[config.mk]
export PLATFORM = sky130hd
export DESIGN_NAME = instr_fetch_unit
export DESIGN_NICKNAME = d
export VERILOG_FILES = /design/src/rtl/instr_fetch_unit.sv
export SDC_FILE = /design/constraint.sdc
export NUM_CORES = 1
export LEC_CHECK = 0
export ABC_AREA = 0
export BUFFER_PORTS_ARGS = -buffer_cell sky130_fd_sc_hd__buf_2
export CORE_ASPECT_RATIO = 1.2
export CORE_MARGIN = 8
export CORE_UTILIZATION = 50
export CTS_CLUSTER_DIAMETER = 200
export DETAILED_ROUTE_END_ITERATION = 7
export HOLD_SLACK_MARGIN = 0.15
export PLACE_DENSITY = 0.92
export REMOVE_ABC_BUFFERS = 1
export SKIP_LAST_GASP = 1
export SYNTH_ARGS = -nofsm -noshare
export SYNTH_HDL_FRONTEND = slang
export SYNTH_SLANG_ARGS = --single-unit
export TNS_END_PERCENT = 1
[constraint.sdc]
create_clock -name clk_i -period 2.4 [get_ports clk_i]
set_input_delay 0.12 -clock clk_i [delete_from_list [all_inputs] [get_ports clk_i]]
set_output_delay 0.12 -clock clk_i [all_outputs]
set_load 0.05 [all_outputs]
[src/rtl/instr_fetch_unit.sv]
// Instruction fetch sequencer: one outstanding imem request at a time, one instruction
// presented per decoder handshake, jump/branch redirects applied on the consume cycle.
module instr_fetch_unit #(
  parameter int unsigned       ADDR_W   = 32,
  parameter logic [ADDR_W-1:0] RESET_PC = '0
) (
  input  logic              clk_i,
  input  logic              rst_i,
  // instruction memory
  output logic              imem_req_o,
  output logic [ADDR_W-1:0] imem_addr_o,
  input  logic              imem_gnt_i,
  input  logic              imem_rvalid_i,
  input  logic [31:0]       imem_rdata_i,
  // decoder side
  output logic              instr_valid_o,
  output logic [31:0]       instr_o,
  output logic [5:0]        opcode_o,
  output logic [ADDR_W-1:0] pc_out_o,
  output logic [ADDR_W-1:0] pc_plus4_o,
  input  logic              stall_i,
  input  logic              jump_i,
  input  logic [ADDR_W-1:0] jump_target_i,
  input  logic              branch_taken_i,
  input  logic [ADDR_W-1:0] branch_target_i,
  output logic [31:0]       issue_count_o
);

  localparam int unsigned INSTR_W = 32;
  localparam int unsigned CNT_W   = 32;

  localparam logic [ADDR_W-1:0] ALIGN_MASK = ~ADDR_W'(3);
  localparam logic [ADDR_W-1:0] PC_STEP    = ADDR_W'(4);
  localparam logic [ADDR_W-1:0] PC_RESET   = RESET_PC & ALIGN_MASK;

  typedef enum logic [1:0] {
    ST_RST   = 2'd0,
    ST_FETCH = 2'd1,
    ST_WAIT  = 2'd2,
    ST_ISSUE = 2'd3
  } state_e;

  state_e              state_q, state_d;
  logic                req_q, req_d;
  logic                valid_q, valid_d;
  logic                capture_c;
  logic                consume_c;
  logic [ADDR_W-1:0]   next_pc_c;
  logic [ADDR_W-1:0]   pc_q, pc_d;
  logic [ADDR_W-1:0]   pc_out_q, pc_out_d;
  logic [ADDR_W-1:0]   pc_plus4_q, pc_plus4_d;
  logic [INSTR_W-1:0]  instr_q, instr_d;
  logic [CNT_W-1:0]    count_q, count_d;

  // State register
  always_ff @(posedge clk_i) begin
    if (rst_i) begin
      state_q <= ST_RST;
    end else begin
      state_q <= state_d;
    end
  end

  // Next-state logic
  always_comb begin
    state_d = state_q;
    case (state_q)
      ST_RST:   state_d = ST_FETCH;
      ST_FETCH: if (imem_gnt_i)    state_d = ST_WAIT;
      ST_WAIT:  if (imem_rvalid_i) state_d = ST_ISSUE;
      ST_ISSUE: if (!stall_i)      state_d = ST_FETCH;
      default:  state_d = ST_RST;
    endcase
  end

  // Output decode; req/valid are registered from the next state so they track state_q
  always_comb begin
    req_d     = (state_d == ST_FETCH);
    valid_d   = (state_d == ST_ISSUE);
    capture_c = (state_q == ST_WAIT)  && imem_rvalid_i;
    consume_c = (state_q == ST_ISSUE) && !stall_i;
  end

  // Redirect priority: jump over taken branch over sequential
  always_comb begin
    if (jump_i) begin
      next_pc_c = jump_target_i & ALIGN_MASK;
    end else if (branch_taken_i) begin
      next_pc_c = branch_target_i & ALIGN_MASK;
    end else begin
      next_pc_c = pc_q + PC_STEP;
    end
  end

  always_comb begin
    pc_d       = pc_q;
    pc_out_d   = pc_out_q;
    pc_plus4_d = pc_plus4_q;
    instr_d    = instr_q;
    count_d    = count_q;
    if (capture_c) begin
      instr_d    = imem_rdata_i;
      pc_out_d   = pc_q;
      pc_plus4_d = pc_q + PC_STEP;
    end
    if (consume_c) begin
      pc_d    = next_pc_c;
      count_d = count_q + CNT_W'(1);
    end
  end

  always_ff @(posedge clk_i) begin
    if (rst_i) begin
      req_q      <= 1'b0;
      valid_q    <= 1'b0;
      pc_q       <= PC_RESET;
      pc_out_q   <= '0;
      pc_plus4_q <= PC_STEP;
      instr_q    <= '0;
      count_q    <= '0;
    end else begin
      req_q      <= req_d;
      valid_q    <= valid_d;
      pc_q       <= pc_d;
      pc_out_q   <= pc_out_d;
      pc_plus4_q <= pc_plus4_d;
      instr_q    <= instr_d;
      count_q    <= count_d;
    end
  end

  assign imem_req_o    = req_q;
  assign imem_addr_o   = pc_q;
  assign instr_valid_o = valid_q;
  assign instr_o       = instr_q;
  assign opcode_o      = instr_q[31:26];
  assign pc_out_o      = pc_out_q;
  assign pc_plus4_o    = pc_plus4_q;
  assign issue_count_o = count_q;

endmodule

== Yosys cells after proc, flatten, opt, wreduce, memory -nomap -nowiden ==
Cells that the tools add are included.

* Logic and storage cells: 25
* Output and inout bits: 168
* Bits in registers: 164
* Memories kept: 0
* Memory bits (read-only): 0
* Bits in latches: 0
* RAM bits: 0

* Reductions and logical operators: 4
* Bitwise logic cells: 0
* $mul: 0
* Multiplexer cells: 6
* Divide/modulo/power cells: 0
* $lt $le $gt $ge: 0
* Eq/ne operators: 5
* $add $sub $neg: 2
* Shifts and indexed selects: 0

{| class="wikitable"
|+ Operators by type and width
! operator !! count
|-
| 32-bit two-way mux || 2
|-
| 32-bit by 1-bit adder with 32-bit output (second input constant) || 1
|-
| 32-bit by 3-bit adder with 32-bit output (second input constant) || 1
|-
| 2-bit one-hot mux with 4 select lines || 1
|-
| 2-bit == test (second input constant) || 3
|-
| 2-bit two-way mux || 3
|-
| 2-bit by 1-bit == test with 1-bit output (second input constant) || 2
|-
| 1-bit logical AND || 2
|-
| 2-bit zero test || 1
|-
| 1-bit zero test || 1
|}

== Longest topological paths before layout ==
* Word-level depth: 3
* Depth in mapped cells: 9
* Depth with buffers taken out: 6

== Least setup slack after synthesis ==
Ideal clock, no wire load.

* Path kind: flip-flop to flip-flop
* Start point: register pc_q[2], in the netlist imem_addr_o[2]
* End point: register pc_q[22], in the netlist imem_addr_o[22]
* Arrival: 2177 ps
* Stages on the path, launching flop included: 8
* Path buffers: 1
* Period minus slack after synthesis: 2309 ps
* Library setup time: 132 ps
* Setup slack: 91 ps
* Path through: dfxtp_1 -> ha_1 -> nand3_1 -> or3_1 -> clkbuf_1 -> o31a_1 -> o21ai_0 -> a21oi_1

* Longest elaborated chain between the ends: 3

{| class="wikitable"
|+ Ends and longest elaborated chain
! element !! line !! RTL
|-
| start: declaration || 49 || <nowiki>logic [ADDR_W-1:0] pc_q, pc_d;</nowiki>
|-
| start signal: assignment || 124 || <nowiki>pc_q <= pc_d;</nowiki>
|-
| 32-bit by 3-bit adder with 32-bit output || 91 || <nowiki>next_pc_c = pc_q + PC_STEP;</nowiki>
|-
| 32-bit two-way mux || 88 || <nowiki>end else if (branch_taken_i) begin</nowiki>
|-
| 32-bit two-way mux || 86 || <nowiki>if (jump_i) begin</nowiki>
|}

Every way passes these cells.
A chain may end at the register's enable or synchronous reset.

== Worst setup path in the final report ==
* Start point: register pc_q[2], in the netlist imem_addr_o[2]
* End point: register pc_q[9], in the netlist imem_addr_o[9]

Same word-level chain as after synthesis.

==> run_results.csv <==
group,metric,value,unit
status,outcome,"complete, no violations",
synthesis,netlist.top_cell.by_area,"sky130_fd_sc_hd__dfxtp_1",
floorplan,design.portCount,271,
worst_setup_path,path_buf_inv,4,
sta,fin_worst_hold_slack,0.178,ns
synthesis,synthArstFlopShare,0,%
floorplan,core_area,14400,µm²
synthesis,synth-edff-count,0,
synthesis,synth_area_leaders,"sky130_fd_sc_hd__dfxtp_1 43%, sky130_fd_sc_hd__nand2_1 8.7%, sky130_fd_sc_hd__a21oi_1 7.6%",
synthesis,synth_top_flop_cell,"sky130_fd_sc_hd__dfxtp_1",
grt,globalRouteTotalUtil,27.4,%
floorplan,die_width,126,µm
hold_path,whs_path_depth,4,
route,vias_per_cell,5.73,
clock_tree,cts_max_path_buffers,2,
synthesis,syn_area,7300,µm²
sta,grt_setup_unrepaired,"yes",
sta,max_slew_margin,52.8,%
worst_setup_path,timing_worst_setup_path_type,"flop to flop",
synthesis,yosys.area.top_type_share,43.4,%
worst_setup_path,cpLargestDelayFamily,"buffers and inverters",
clock_tree,cts-buffers-inserted,17,
pwr,power.density_cell_area,606,nW/µm²
final_layout,finalNetCount,1334,
sta,hold_viol_final,0,
pwr,switching_power,1.59,mW
worst_setup_path,number_of_logic_stages_on_the_critical_path_including_buffering,9,
clock_tree,clock_latency,0.43,ns
worst_setup_path,crit_path_top_delay_cell,"sky130_fd_sc_hd__dlygate4sd3_1",
worst_setup_path,critical_path_peak_fanout,14,
worst_setup_path,cp_data_arrival_time,2.64,ns
sta,finalCritPeriodShare,97.7,%
route,finalWirelength,26300,µm
route,first_iter_violations,744,
floorplan,design.die.area,18700,µm²
placed_design,buffer_ports.inserted,260,
final_layout,post_route_utilization,70.6,%
placed_design,dpl.hpwl,17600,µm
clock_tree,clock_sink_count,158,
grt,grt_overflow_total,0,
pwr,comb_power_share,11.4,%
pwr,netSwitchingFraction,25.9,%
clock_tree,h-tree-depth,4,
synthesis,share_of_synthesized_cell_area_in_and_or_nand_and_nor_gates,23.4,%
clock_tree,clk_transition_reported_paths,0.06,ns
hold_path,worstHoldPathType,"primary input to flop",
pwr,power_frac_clock,44.6,%
clock_tree,cts_tree,"yes",
worst_setup_path,critical_path.endpoint_type,"flop",
worst_setup_path,critical_path.max_stage_delay,0.60,ns
synthesis,main_combinational_cell_family_by_area_after_synthesis,"simple AND/OR/NAND/NOR gates",
sta,finalMaxSlewViolations,0,
grt,pin_count_of_the_biggest_net_entering_global_routing,61,
synthesis,ys_seq_elements,158,
synthesis,synthesis.area_per_instance,7.91,µm²
grt,vias_in_the_first_global_route,7985,
final_layout,final_layout_size_suffix_gt1_share,27.1,%
synthesis,synthesis.instances,922,
sta,final_count_of_negative_setup_slack_endpoints,0,
worst_setup_path,cp.required,2.70,ns
worst_setup_path,cell_repeated_most_along_the_worst_path,"sky130_fd_sc_hd__buf_4",
synthesis,synthAdderAreaFrac,0.343,%
worst_setup_path,crit_chain,"buf_4 > nand4_1 > buf_4 > nor2_1 > buf_4 > a222oi_1 > dlygate4sd3_1 > a2bb2oi_1 > nor2_1",
final_layout,stdcell_area,10100,µm²
route,final_antenna_net_count,0,
route,vias,8127,
clock_tree,cts-root-buf,"sky130_fd_sc_hd__clkbuf_16",
synthesis,synth_compound_gate_area_share,20.7,%
synthesis,yosysWarnings,0,
pwr,pwr-share-seq,44.0,%
route,avgRoutedWirePerCell,18.5,µm
placed_design,postPlaceCellArea,8680,µm²
placed_design,post-place-cells,1299,
grt,antenna_violations_before_repair,2,
synthesis,post_synth_xor_area_fraction,5.52,%
route,drt-pass1-iter-count,6,
sta,worst_slew_pin_slew,0.702,ns
synthesis,synth.mux.area_fraction,0.566,%
floorplan,die_height,148,µm
sta,shortest_period_the_worst_path_allows,2.34,ns
final_layout,final_cells,1418,
synthesis,synth.yosys.seq_area_share,43.4,%
worst_setup_path,worst_r2r_path_depth,9,
route,drc,0,
pwr,cellLeakagePower,4.31,nW
pwr,internal-power,4.56,mW
final_layout,layout-area-overhead-vs-synth,38.9,%
flow_run,max_cap_viol_count,0,
sta,finalClockSkew,0.0136,ns
pwr,vdd.ir_drop.worst,0.000323,V
floorplan,num_rows,48,
placed_design,routabilityCongestion,0.976,
grt,grt_pass1_wl,41300,µm
floorplan,starting_density_of_the_core,50.8,%
sta,clock.fmax,426,MHz
worst_setup_path,cp-start-kind,"flop",
synthesis,synth.distinct_cells,61,
through the flow:
stage / TNS [ns] / setup WS, ns / power [mW]
CTS: 0 / 0.104 / 6.16
global placement: 0 / 0.351 / 3.33
finish: 0 / 0.0552 / 6.15
floorplan: -33.60 / -0.520 / 3.08
detailed placement: 0 / 0.290 / 3.34
global route: -0.436 / -0.121 / 6.34
worst reg2reg max path: stages (launching register included):
cell and delay, ns:
sky130_fd_sc_hd__dfxtp_1 0.32, sky130_fd_sc_hd__buf_4 0.16, sky130_fd_sc_hd__nand4_1 0.24, sky130_fd_sc_hd__buf_4 0.17, sky130_fd_sc_hd__nor2_1 0.04, sky130_fd_sc_hd__buf_4 0.18, sky130_fd_sc_hd__a222oi_1 0.27, sky130_fd_sc_hd__dlygate4sd3_1 0.60
sky130_fd_sc_hd__a2bb2oi_1 0.19, sky130_fd_sc_hd__nor2_1 0.05
final timing paths:
path,from,to,slack [ns]
setup reg to reg,imem_addr_o[2],imem_addr_o[9],0.06
hold reg to reg,instr_o[23],instr_o[23],0.45
hold / removal,branch_target_i[16],imem_addr_o[16],0.18
setup / recovery,imem_addr_o[2],imem_addr_o[9],0.06
logic make-up after synthesis:
family | Yosys count
AND/OR/NAND/NOR | 359
AO/OA/AOI/OAI | 252
flip-flops | 158
buffers and inverters | 100
XOR/XNOR | 46
multiplexers | 4
adder cells (fa/ha/maj) | 2
other | 1
registers in the layout, indices dropped and copies added (netlist names):
name / flops
instr_o: 32
issue_count_o: 32
imem_addr_o: 30
pc_out_o: 30
pc_plus4_o: 30
state_q: 2
imem_req_o: 1
instr_valid_o: 1
synthesized netlist by cell type (4+ instances only):
cell type	count
sky130_fd_sc_hd__a21o_1	7
sky130_fd_sc_hd__a221oi_1	4
sky130_fd_sc_hd__and3_1	11
sky130_fd_sc_hd__dfxtp_1	158
sky130_fd_sc_hd__or4_1	4
sky130_fd_sc_hd__o21ai_0	57
sky130_fd_sc_hd__o211a_1	4
sky130_fd_sc_hd__a31oi_1	10
sky130_fd_sc_hd__nand3_1	22
sky130_fd_sc_hd__xnor2_1	19
sky130_fd_sc_hd__nor2_1	61
sky130_fd_sc_hd__nand2_1	169
sky130_fd_sc_hd__and4_1	9
sky130_fd_sc_hd__o211ai_1	5
sky130_fd_sc_hd__xor2_1	27
sky130_fd_sc_hd__inv_1	8
sky130_fd_sc_hd__nor3_1	14
sky130_fd_sc_hd__a22oi_1	11
sky130_fd_sc_hd__a222oi_1	4
sky130_fd_sc_hd__buf_4	14
sky130_fd_sc_hd__buf_2	7
sky130_fd_sc_hd__a211oi_1	11
sky130_fd_sc_hd__o31ai_1	5
sky130_fd_sc_hd__nand4_1	29
sky130_fd_sc_hd__or3_1	12
sky130_fd_sc_hd__clkbuf_1	66
sky130_fd_sc_hd__a21oi_1	111
sky130_fd_sc_hd__o22ai_1	4
sky130_fd_sc_hd__and2_1	4
layout make-up:
| type | instances | area [µm²] |
|---|---|---|
| Clock buffer | 21 | 470 |
| Sequential cell | 158 | 3160 |
| Multi-Input combinational cell | 669 | 3720 |
| Tap cell | 175 | 219 |
| Antenna cell | 1 | 2.50 |
| Clock inverter | 11 | 130 |
| Timing Repair Buffer | 375 | 2400 |
| Inverter | 8 | 30.0 |
| Fill cell | 1072 | 4220 |
cells in the final DEF (no fill, tap or decap), types with 22 or more instances in the layout:
cell type / count
sky130_fd_sc_hd__buf_2: 259
sky130_fd_sc_hd__nand2_1: 169
sky130_fd_sc_hd__dfxtp_1: 158
sky130_fd_sc_hd__a21oi_1: 111
sky130_fd_sc_hd__dlygate4sd3_1: 83
sky130_fd_sc_hd__nor2_1: 61
sky130_fd_sc_hd__o21ai_0: 57
sky130_fd_sc_hd__buf_4: 31
sky130_fd_sc_hd__nand4_1: 29
sky130_fd_sc_hd__xor2_1: 27
sky130_fd_sc_hd__nand3_1: 22
timing repair:
action,in CTS,in global routing
endpoints found under the hold margin,67,0
endpoints found under the setup margin,0,5
gates resized for setup,0,1
hold buffers,83,0
setup buffers,0,3
routing by layer:
layer  GRT usage [%]  wire (µm)  vias to the layer above
li1                -          -                     3840
met1            30.2      10200                     3824
met2            47.8      13200                      388
met3            7.34       1900                       73
met4            13.6        901                        2
met5               0         13                        -
power groups by stage:
stage	clock (mW)	sequential (mW)	combinational (mW)
finish	2.74	2.70	0.701
global route	2.89	2.71	0.744
CTS	2.77	2.70	0.687
detailed placement	0	2.76	0.579
global placement	0	2.76	0.571
floorplan	0	2.91	0.173
No activity file was read; power rests on OpenSTA's default activity.
